[src/rtl/pixel_block_gatherer_if.sv]
// Pixel stream in, planar block out. The gatherer uses the slave view.
// m_pixels layout: channel k (3=r, 2=g, 1=b, 0=a) at [k*NUM_PIX*CH_W +: NUM_PIX*CH_W], pixel i at [i*CH_W +: CH_W].
interface pixel_block_gatherer_if #(
  parameter int NUM_PIX = 32,
  parameter int CH_W    = 8
);
  localparam int CNT_W = $clog2(NUM_PIX) + 1;

  logic                        s_valid;
  logic                        s_ready;
  logic [4*CH_W-1:0]           s_pixel;
  logic                        s_flush;
  logic                        m_valid;
  logic                        m_ready;
  logic [4*NUM_PIX*CH_W-1:0]   m_pixels;
  logic [CNT_W-1:0]            m_count;

  modport master (output s_valid, s_pixel, s_flush, m_ready,
                  input  s_ready, m_valid, m_pixels, m_count);
  modport slave  (input  s_valid, s_pixel, s_flush, m_ready,
                  output s_ready, m_valid, m_pixels, m_count);
endinterface

[src/rtl/pixel_block_gatherer.sv]
// Ping-pong gatherer packing RGBA pixels into channel-planar blocks; flush closes and pads a partial block.
// Optional stall counter output enabled by defining GATHER_PERF_EN.
module pbg_slot #(
  parameter int PIX_W = 32
) (
  input  logic             clk,
  input  logic             rst,
  input  logic             wen,
  input  logic             wr_bank,
  input  logic             rd_bank,
  input  logic [PIX_W-1:0] wr_data,
  output logic [PIX_W-1:0] rd_data
);
  logic [PIX_W-1:0] slot [2];

  always_ff @(posedge clk) begin
    if (!rst) begin
      slot[0] <= '0;
      slot[1] <= '0;
    end else if (wen) begin
      slot[wr_bank] <= wr_data;
    end
  end

  assign rd_data = slot[rd_bank];
endmodule

module pixel_block_gatherer #(
  parameter int NUM_PIX = 32,
  parameter int CH_W    = 8
) (
  input  logic                    clk,
  input  logic                    rst,
  pixel_block_gatherer_if.slave   bus
`ifdef GATHER_PERF_EN
  ,
  output logic [31:0]             stall_cycles
`endif
);
  localparam int IDX_W = $clog2(NUM_PIX);
  localparam int CNT_W = IDX_W + 1;
  localparam int PIX_W = 4 * CH_W;

  typedef enum logic [1:0] {EMPTY, FILLING, FULL} bank_st_t;

  bank_st_t          bank_st [2];
  bank_st_t          bank_st_nx [2];
  logic              wr_bank, rd_bank, wr_bank_nx, rd_bank_nx;
  logic [IDX_W-1:0]  wr_idx, wr_idx_nx;
  logic [PIX_W-1:0]  last_pix;
  logic [CNT_W-1:0]  cnt [2];

  logic              accept, close_acc, flush_only, closing, release_b;
  logic [CNT_W-1:0]  close_cnt;
  logic [PIX_W-1:0]  wr_data;
  logic [3:0][NUM_PIX-1:0][CH_W-1:0] pix_out;

  // s_ready depends only on registered state (and reset), never on m_ready
  assign bus.s_ready = rst && (bank_st[wr_bank] != FULL);
  assign accept      = bus.s_valid && bus.s_ready;
  assign close_acc   = accept && (bus.s_flush || wr_idx == IDX_W'(NUM_PIX - 1));
  // a standalone flush only closes a non-empty block; with s_valid high it waits for an accept
  assign flush_only  = bus.s_flush && !bus.s_valid && (wr_idx != '0);
  assign closing     = close_acc || flush_only;
  assign close_cnt   = {1'b0, wr_idx} + CNT_W'(accept);
  assign wr_data     = accept ? bus.s_pixel : last_pix;
  assign release_b   = bus.m_valid && bus.m_ready;

  always_comb begin
    bank_st_nx = bank_st;
    wr_bank_nx = wr_bank;
    rd_bank_nx = rd_bank;
    wr_idx_nx  = wr_idx;
    if (release_b) begin
      bank_st_nx[rd_bank] = EMPTY;
      rd_bank_nx          = ~rd_bank;
    end
    if (closing) begin
      bank_st_nx[wr_bank] = FULL;
      wr_bank_nx          = ~wr_bank;
      wr_idx_nx           = '0;
    end else if (accept) begin
      bank_st_nx[wr_bank] = FILLING;
      wr_idx_nx           = wr_idx + IDX_W'(1);
    end
  end

  always_ff @(posedge clk) begin
    if (!rst) begin
      bank_st  <= '{EMPTY, EMPTY};
      wr_bank  <= 1'b0;
      rd_bank  <= 1'b0;
      wr_idx   <= '0;
      last_pix <= '0;
      cnt      <= '{'0, '0};
    end else begin
      bank_st <= bank_st_nx;
      wr_bank <= wr_bank_nx;
      rd_bank <= rd_bank_nx;
      wr_idx  <= wr_idx_nx;
      if (accept)  last_pix     <= bus.s_pixel;
      if (closing) cnt[wr_bank] <= close_cnt;
    end
  end

  // slot j takes the pixel at wr_idx, or the pad value for every index past the close point
  for (genvar j = 0; j < NUM_PIX; j++) begin : g_slot
    logic             wen;
    logic [PIX_W-1:0] rd_data;

    assign wen = (accept && (wr_idx == IDX_W'(j) || (close_acc && wr_idx < IDX_W'(j))))
              || (flush_only && wr_idx <= IDX_W'(j));

    pbg_slot #(.PIX_W(PIX_W)) u_slot (
      .clk     (clk),
      .rst     (rst),
      .wen     (wen),
      .wr_bank (wr_bank),
      .rd_bank (rd_bank),
      .wr_data (wr_data),
      .rd_data (rd_data)
    );

    for (genvar k = 0; k < 4; k++) begin : g_ch
      assign pix_out[k][j] = rd_data[k*CH_W +: CH_W];
    end
  end

  assign bus.m_pixels = pix_out;
  assign bus.m_valid  = (bank_st[rd_bank] == FULL);
  assign bus.m_count  = cnt[rd_bank];

`ifdef GATHER_PERF_EN
  always_ff @(posedge clk) begin
    if (!rst) begin
      stall_cycles <= '0;
    end else if (bus.s_valid && !bus.s_ready && stall_cycles != '1) begin
      stall_cycles <= stall_cycles + 32'd1;
    end
  end
`endif
endmodule
[src/flat_wrapper.sv]
// flat-port wrapper written by rule: the top's interface ports become plain ports
module pixel_block_gatherer_flat 
#(
  parameter int NUM_PIX = 32,
  parameter int CH_W    = 8
)
  (clk, rst, bus_s_valid, bus_s_pixel, bus_s_flush, bus_m_ready, bus_s_ready, bus_m_valid, bus_m_pixels, bus_m_count);
  pixel_block_gatherer_if #(.NUM_PIX(NUM_PIX), .CH_W(CH_W)) bus_i ();
  input  logic clk;
  input  logic rst;
  input wire logic [$bits(bus_i.s_valid)-1:0] bus_s_valid;
  input wire logic [$bits(bus_i.s_pixel)-1:0] bus_s_pixel;
  input wire logic [$bits(bus_i.s_flush)-1:0] bus_s_flush;
  input wire logic [$bits(bus_i.m_ready)-1:0] bus_m_ready;
  output wire logic [$bits(bus_i.s_ready)-1:0] bus_s_ready;
  output wire logic [$bits(bus_i.m_valid)-1:0] bus_m_valid;
  output wire logic [$bits(bus_i.m_pixels)-1:0] bus_m_pixels;
  output wire logic [$bits(bus_i.m_count)-1:0] bus_m_count;
  assign bus_i.s_valid = bus_s_valid;
  assign bus_i.s_pixel = bus_s_pixel;
  assign bus_i.s_flush = bus_s_flush;
  assign bus_i.m_ready = bus_m_ready;
  assign bus_s_ready = bus_i.s_ready;
  assign bus_m_valid = bus_i.m_valid;
  assign bus_m_pixels = bus_i.m_pixels;
  assign bus_m_count = bus_i.m_count;
  pixel_block_gatherer #(.NUM_PIX(NUM_PIX), .CH_W(CH_W)) u_core (.clk(clk), .rst(rst), .bus(bus_i));
endmodule
[config.mk]
export PLATFORM = sky130hd
export DESIGN_NAME = pixel_block_gatherer_flat
export DESIGN_NICKNAME = d
export VERILOG_FILES = /design/src/rtl/pixel_block_gatherer_if.sv /design/src/rtl/pixel_block_gatherer.sv /design/src/flat_wrapper.sv
export SDC_FILE = /design/constraint.sdc
export NUM_CORES = 2
export LEC_CHECK = 0
export BUFFER_PORTS_ARGS = -buffer_cell sky130_fd_sc_hd__clkbuf_2
export CORE_MARGIN = 1.5
export CORE_UTILIZATION = 50
export CTS_BUF_LIST = sky130_fd_sc_hd__clkbuf_4 sky130_fd_sc_hd__clkbuf_8
export CTS_CLUSTER_SIZE = 20
export DETAILED_ROUTE_END_ITERATION = 10
export MAX_ROUTING_LAYER = met4
export PLACE_DENSITY = 0.73
export SYNTH_ARGS = -nofsm -noshare
export SYNTH_HDL_FRONTEND = slang
export SYNTH_SLANG_ARGS = --single-unit
[constraint.sdc]
create_clock -name clk -period 4.71 [get_ports clk]
set_input_delay 0.942 -clock clk [delete_from_list [all_inputs] [get_ports clk]]
set_output_delay 0.942 -clock clk [all_outputs]
set_load 0.005 [all_outputs]
Yosys cells after proc, flatten, opt, wreduce, memory -nomap -nowiden
Memory sizes are Yosys's and may differ from the RTL's. A register that Yosys moved wholly into a read port is not among the register bits. Index checks and enable logic that the tools add are counted.

Add/sub/neg operators: 2. Eq/ne operators: 33. Mux-type cells: 277. Bitwise operators: 13. Reduce and logical (&&, ||, !) cells: 206. Magnitude comparators: 68.

Operators by type and width (number): 2-to-1 mux 32 bit (33); OR reduction 32 bit (32); 2-to-1 mux 1 bit (225); logical AND 1 bit (104); == test 5 bit, second input constant (16); less-or-equal comparator 5 bit, second input constant (16); less-than comparator 5 bit, second input constant (16); logical OR 1 bit (66); == test 5 x 4 -> 1 bit, second input constant (8); less-or-equal comparator 5 x 4 -> 1 bit, second input constant (8); less-than comparator 5 x 4 -> 1 bit, second input constant (8); 2-to-1 mux 6 bit (4); == test 5 x 3 -> 1 bit, second input constant (4); less-or-equal comparator 5 x 3 -> 1 bit, second input constant (4); less-than comparator 5 x 3 -> 1 bit, second input constant (4); 2-to-1 mux 2 bit (8); bitwise mux 12 bit (1); 2-to-1 mux 4 bit (3); == test 5 x 2 -> 1 bit, second input constant (2); less-or-equal comparator 5 x 1 -> 1 bit, second input constant (2); less-or-equal comparator 5 x 2 -> 1 bit, second input constant (2); less-than comparator 5 x 1 -> 1 bit, second input constant (2); less-than comparator 5 x 2 -> 1 bit, second input constant (2); adder 5 x 1 -> 6 bit (1); other kinds (19) (28).

Output and inout bits: 1032. Memories: 32. Word-level logic and storage cells: 639. Memory bits (writable): 2048. Register bits: 55. Input bits: 37.

Memory list: u_core.g_slot[0].u_slot.slot (depth 2, bits a word 32, rd ports 1, clocked after Yosys merged registers in 1, wr ports 2, RTL line pixel_block_gatherer.sv:14) `logic [PIX_W-1:0] slot [2];`; u_core.g_slot[10].u_slot.slot (depth 2, bits a word 32, rd ports 1, clocked after Yosys merged registers in 1, wr ports 2, RTL line pixel_block_gatherer.sv:14); u_core.g_slot[11].u_slot.slot (depth 2, bits a word 32, rd ports 1, clocked after Yosys merged registers in 1, wr ports 2, RTL line pixel_block_gatherer.sv:14); u_core.g_slot[12].u_slot.slot (depth 2, bits a word 32, rd ports 1, clocked after Yosys merged registers in 1, wr ports 2, RTL line pixel_block_gatherer.sv:14); u_core.g_slot[13].u_slot.slot (depth 2, bits a word 32, rd ports 1, clocked after Yosys merged registers in 1, wr ports 2, RTL line pixel_block_gatherer.sv:14); u_core.g_slot[14].u_slot.slot (depth 2, bits a word 32, rd ports 1, clocked after Yosys merged registers in 1, wr ports 2, RTL line pixel_block_gatherer.sv:14); 26 more memories.

Logic depth before layout (Yosys ltp)
Depth after elaboration: 17. Mapped depth: 12. Depth with buffers taken out: 9.

By module
A second synthesis with hierarchy kept.

Cells, all modules: 6080. Area total of the unflattened synthesis: 94345.5 um^2.

By module, submodules not included: pbg_slot (cells an instance 179, area each 2850.2 um^2, times used 32); pixel_block_gatherer (cells an instance 352, area each 3138.0 um^2, times used 1).

Worst setup path after synthesis
No wires, ideal clock.

Kind: register to register. Start: reg u_core.wr_idx[2]. End: mem u_core.g_slot[4].u_slot.slot[0][0] (enable). Library setup time: 0.466 ns. Arrival time: 4.641 ns. Data required time: 4.244 ns. Path slack: -0.397 ns. Stages on the path, launching flop included: 12. Clock period less this slack: 5.107 ns. Cell sequence: dfxtp_1 clkbuf_1 buf_2 buf_2 and3_1 ha_1 clkbuf_1 or2_2 clkbuf_1 clkbuf_1 a22oi_1 o21ai_0.

RTL lines: start, declared (RTL line pixel_block_gatherer.sv:49) `logic [IDX_W-1:0] wr_idx, wr_idx_nx;`; start signal, assigned (RTL line pixel_block_gatherer.sv:100) `wr_idx <= wr_idx_nx;`; end, declared (RTL line pixel_block_gatherer.sv:14).

==> summary.log <==
qor: cts.cts_tree done
qor: final_layout.layout-drive-gt1-share 40.7%
qor: detailed_routing.drc_errors 0
qor: sta.final_critical_path_setup_slack 0.552 ns
qor: yosys.syn_area_per_cell 14.2 um2
qor: setup_path.criticalPathCategory flip-flop to primary output
qor: cts.cts.path.max_buffers 4
qor: power.cellLeakagePower 0.0384 uW
qor: detailed_routing.detailedRoute.firstIterationViolations 7415
qor: detailed_routing.drtAntennaViolNets 0
qor: sta.timing.final.crit_share 88.3%
qor: final_layout.area_growth 18.1%
qor: detailed_routing.detailroute.via_count 58500
qor: setup_path.crit_path_top_delay_cell sky130_fd_sc_hd__dfxtp_4
qor: floorplanning.floorplan_core_area 174000 um2
qor: global_route.grt_start_max_net_pins 105
qor: power.powerDensity 401 nW/um2
qor: sta.tightestPinTransition 1.17 ns
qor: yosys.postSynthRegisterBits 2104
qor: setup_path.reg2reg_slack 0.76 ns
qor: detailed_routing.detail_route.vias_per_cell 5.90
qor: placed_design.gp_routability_congestion 0.903
qor: sta.worst_hold_slack 0.264 ns
qor: final_layout.layout.cell_area.non_filler 104000 um2
qor: yosys.synthDistinctLibCells 61
qor: global_route.grt_antenna_before_repair 32
qor: global_route.grt_pass1_wl 411 mm
qor: setup_path.worstSetupEndpointType primary output
qor: cts.ctsRootBufferMaster sky130_fd_sc_hd__clkbuf_8
qor: sta.setup_viol_count_final 0
qor: detailed_routing.routedWlPerCell 30.3 um
qor: cts.htree_num_levels 5
qor: worst_hold_path.min_path_type input pin to flip-flop
qor: setup_path.crit_required 3.77 ns
qor: yosys.synthFlopType sky130_fd_sc_hd__edfxtp_1
qor: cts.cts.repair_timing.setup_buffer_count 0
qor: flow_run.drv.max_cap_violation_count 0
qor: global_route.total_grt_overflow 0
qor: sta.max_freq 240 MHz
qor: sta.fin_setup_tns 0 ns
qor: setup_path.critical_path_arrival 3.22 ns
qor: floorplanning.initial_util 50.4%
qor: setup_path.timing.critical_path.cells buf_4 > mux2_2 > clkbuf_2
qor: placed_design.io_buffers 1068
qor: yosys.synth-edff-count 2048
qor: cts.post_cts_hold_buffer_count 0
qor: sta.final_hold_viol_count 0
qor: yosys.yosysWarningCount 0
qor: power.peakVddDrop 0.000286 V
qor: yosys.synth_sequential_area_ratio 71.4%
qor: final_layout.final_core_util 59.5%
qor: status.run_status completed
qor: cts.post_cts_resized 0
qor: final_layout.final_net_count 7371
qor: floorplanning.ios 1069
qor: detailed_routing.drt-pass1-iter-count 9
qor: yosys.syn_nets 6228
qor: yosys.postSynthCellCount 6183
qor: placed_design.detailed_place_hpwl 189 mm
qor: sta.final-max-slew-violation-count 0
qor: sta.rsz_0062_raised_after_global_routing false
qor: worst_hold_path.worstHoldPathCells 3
qor: sta.period_minus_slack 4.16 ns
qor: setup_path.worstRegToRegCells 9
qor: cts.cts.sinks 2104
qor: cts.clkTransAtPathRegs 0.06 ns
qor: final_layout.most_common_library_cell_in_the_layout_ignoring_fill_and_taps sky130_fd_sc_hd__edfxtp_1
qor: floorplanning.floorplan.rows 153
qor: setup_path.path_delay_family flip-flops
qor: sta.slew_headroom 21.8%
qor: placed_design.placed_cell_area 97000 um2
qor: setup_path.startpoint_type flip-flop
qor: floorplanning.floorplan.die_area 178000 um2
qor: setup_path.critical_path_buf_inv_count 2
qor: floorplanning.die_width 422 um
qor: cts.cts_inserted_buffers 347
qor: detailed_routing.route.final.wire_length 301 mm
qor: sta.clock-skew-final 0.0834 ns
qor: cts.worstSkewPairLatency 1.08 ns
qor: setup_path.crit_cells 3
qor: setup_path.timing.critical_path.fanout_max 37
qor: setup_path.max_stage_delay 1.02 ns
qor: yosys.fraction_of_synthesis_flops_using_an_asynchronous_set_or_reset_pin 0%
qor: floorplanning.die_h 422 um
qor: global_route.grt_util_all_layers 33.8%
qor: placed_design.dpl_worst_slack 0.697 ns
qor: yosys.synth_area 87700 um2
qor: global_route.first_global_vias 55700
qor: final_layout.layout.cells.most_common_list 2048 x sky130_fd_sc_hd__edfxtp_1, 2024 x sky130_fd_sc_hd__nor2_1, 1067 x sky130_fd_sc_hd__clkbuf_2, 1031 x sky130_fd_sc_hd__mux2_2, 359 x sky130_fd_sc_hd__clkbuf_8
==> worst reg2reg max path: cells and delay by family, from the launching register on <==
family	cells	cell delay, ns
AND/OR/NAND/NOR	4	1.75
buffers and inverters	2	0.62
adder cells (fa/ha/maj)	2	0.58
AO/OA/AOI/OAI	1	0.48
flip-flops	1	0.30
==> cells by family after synthesis <==
| logic type | after synthesis | synth area share [%] |
|---|---|---|
| AND/OR/NAND/NOR | 2245 | 10.0 |
| XOR/XNOR | 3 | 0.0300 |
| AO/OA/AOI/OAI | 199 | 1.95 |
| flip-flops | 2104 | 71.4 |
| multiplexers | 1077 | 13.8 |
| buffers and inverters | 547 | 2.71 |
| adder cells (fa/ha/maj) | 8 | 0.114 |
==> registers in the layout, indices dropped and copies added, names as in the netlist, named ones only <==
register / flops
u_core.bank_st: 4
u_core.cnt: 12
u_core.g_slot.u_slot.slot: 2048
u_core.last_pix: 32
u_core.rd_bank: 1
u_core.wr_bank: 1
u_core.wr_idx: 5
==> where the power goes <==
part	switching (uW)	internal (uW)
combinational	2900	1360
clock	7190	8260
sequential	265	21500
==> area by class of cell <==
class                      instances  area [um2]
inverter                           8        30.0
clock buffer                     476        5810
fill                           13200       70500
clock inverter                   111         662
multi-input combinational       3532       23800
sequential                      2104       62600
antenna                           33        82.6
tap                             2325        2910
timing repair buffer            1333        7580
==> layer usage <==
layer	part of all wire (%)	routed length [um]	GRT usage, %
met2	47	140000	51.1
met4	8.2	24700	24.4
met1	34	104000	39.5
met5	0	0	-
met3	11	32400	8.36
==> stage by stage <==
step	power, uW	cells
floorplan	24000	6183
global placement	26300	9302
detailed placement	26400	9302
CTS	41600	9889
global route	42600	9918
finish	41500	9922
==> final timing paths <==
| check | from | end |
|---|---|---|
| worst max register to register | u_core.wr_idx[1] | u_core.g_slot[7].u_slot.slot[1][22] |
| worst min register to register | u_core.cnt[8] | u_core.cnt[8] |
| worst max-delay path | flip-flop | bus_m_pixels[889] |
| worst min-delay path | bus_m_ready | u_core.rd_bank |
==> synth_stat cells, types with 7 or more instances <==
cell type                  instances  share of area, %
sky130_fd_sc_hd__a21oi_1          11             0.063
sky130_fd_sc_hd__a21oi_2          14              0.14
sky130_fd_sc_hd__a22oi_2          64              0.91
sky130_fd_sc_hd__buf_1            20             0.086
sky130_fd_sc_hd__buf_2           180               1.0
sky130_fd_sc_hd__buf_4            25              0.21
sky130_fd_sc_hd__clkbuf_1        314               1.3
sky130_fd_sc_hd__dfxtp_1          56               1.3
sky130_fd_sc_hd__edfxtp_1       2048                70
sky130_fd_sc_hd__ha_1              8              0.11
sky130_fd_sc_hd__inv_1             7             0.030
sky130_fd_sc_hd__mux2_2         1031                13
sky130_fd_sc_hd__mux2i_1          46              0.53
sky130_fd_sc_hd__nand2_1          48              0.21
sky130_fd_sc_hd__nand2b_1          8             0.057
sky130_fd_sc_hd__nand3_1          14             0.080
sky130_fd_sc_hd__nand4_1           7             0.050
sky130_fd_sc_hd__nor2_1         2027               8.7
sky130_fd_sc_hd__nor2b_1          35              0.25
sky130_fd_sc_hd__nor3_1           71              0.41
sky130_fd_sc_hd__o21a_1            9             0.077
sky130_fd_sc_hd__o21ai_0          54              0.31
sky130_fd_sc_hd__o21ai_1          10             0.057
No activity file was read; power rests on OpenSTA's default activity.
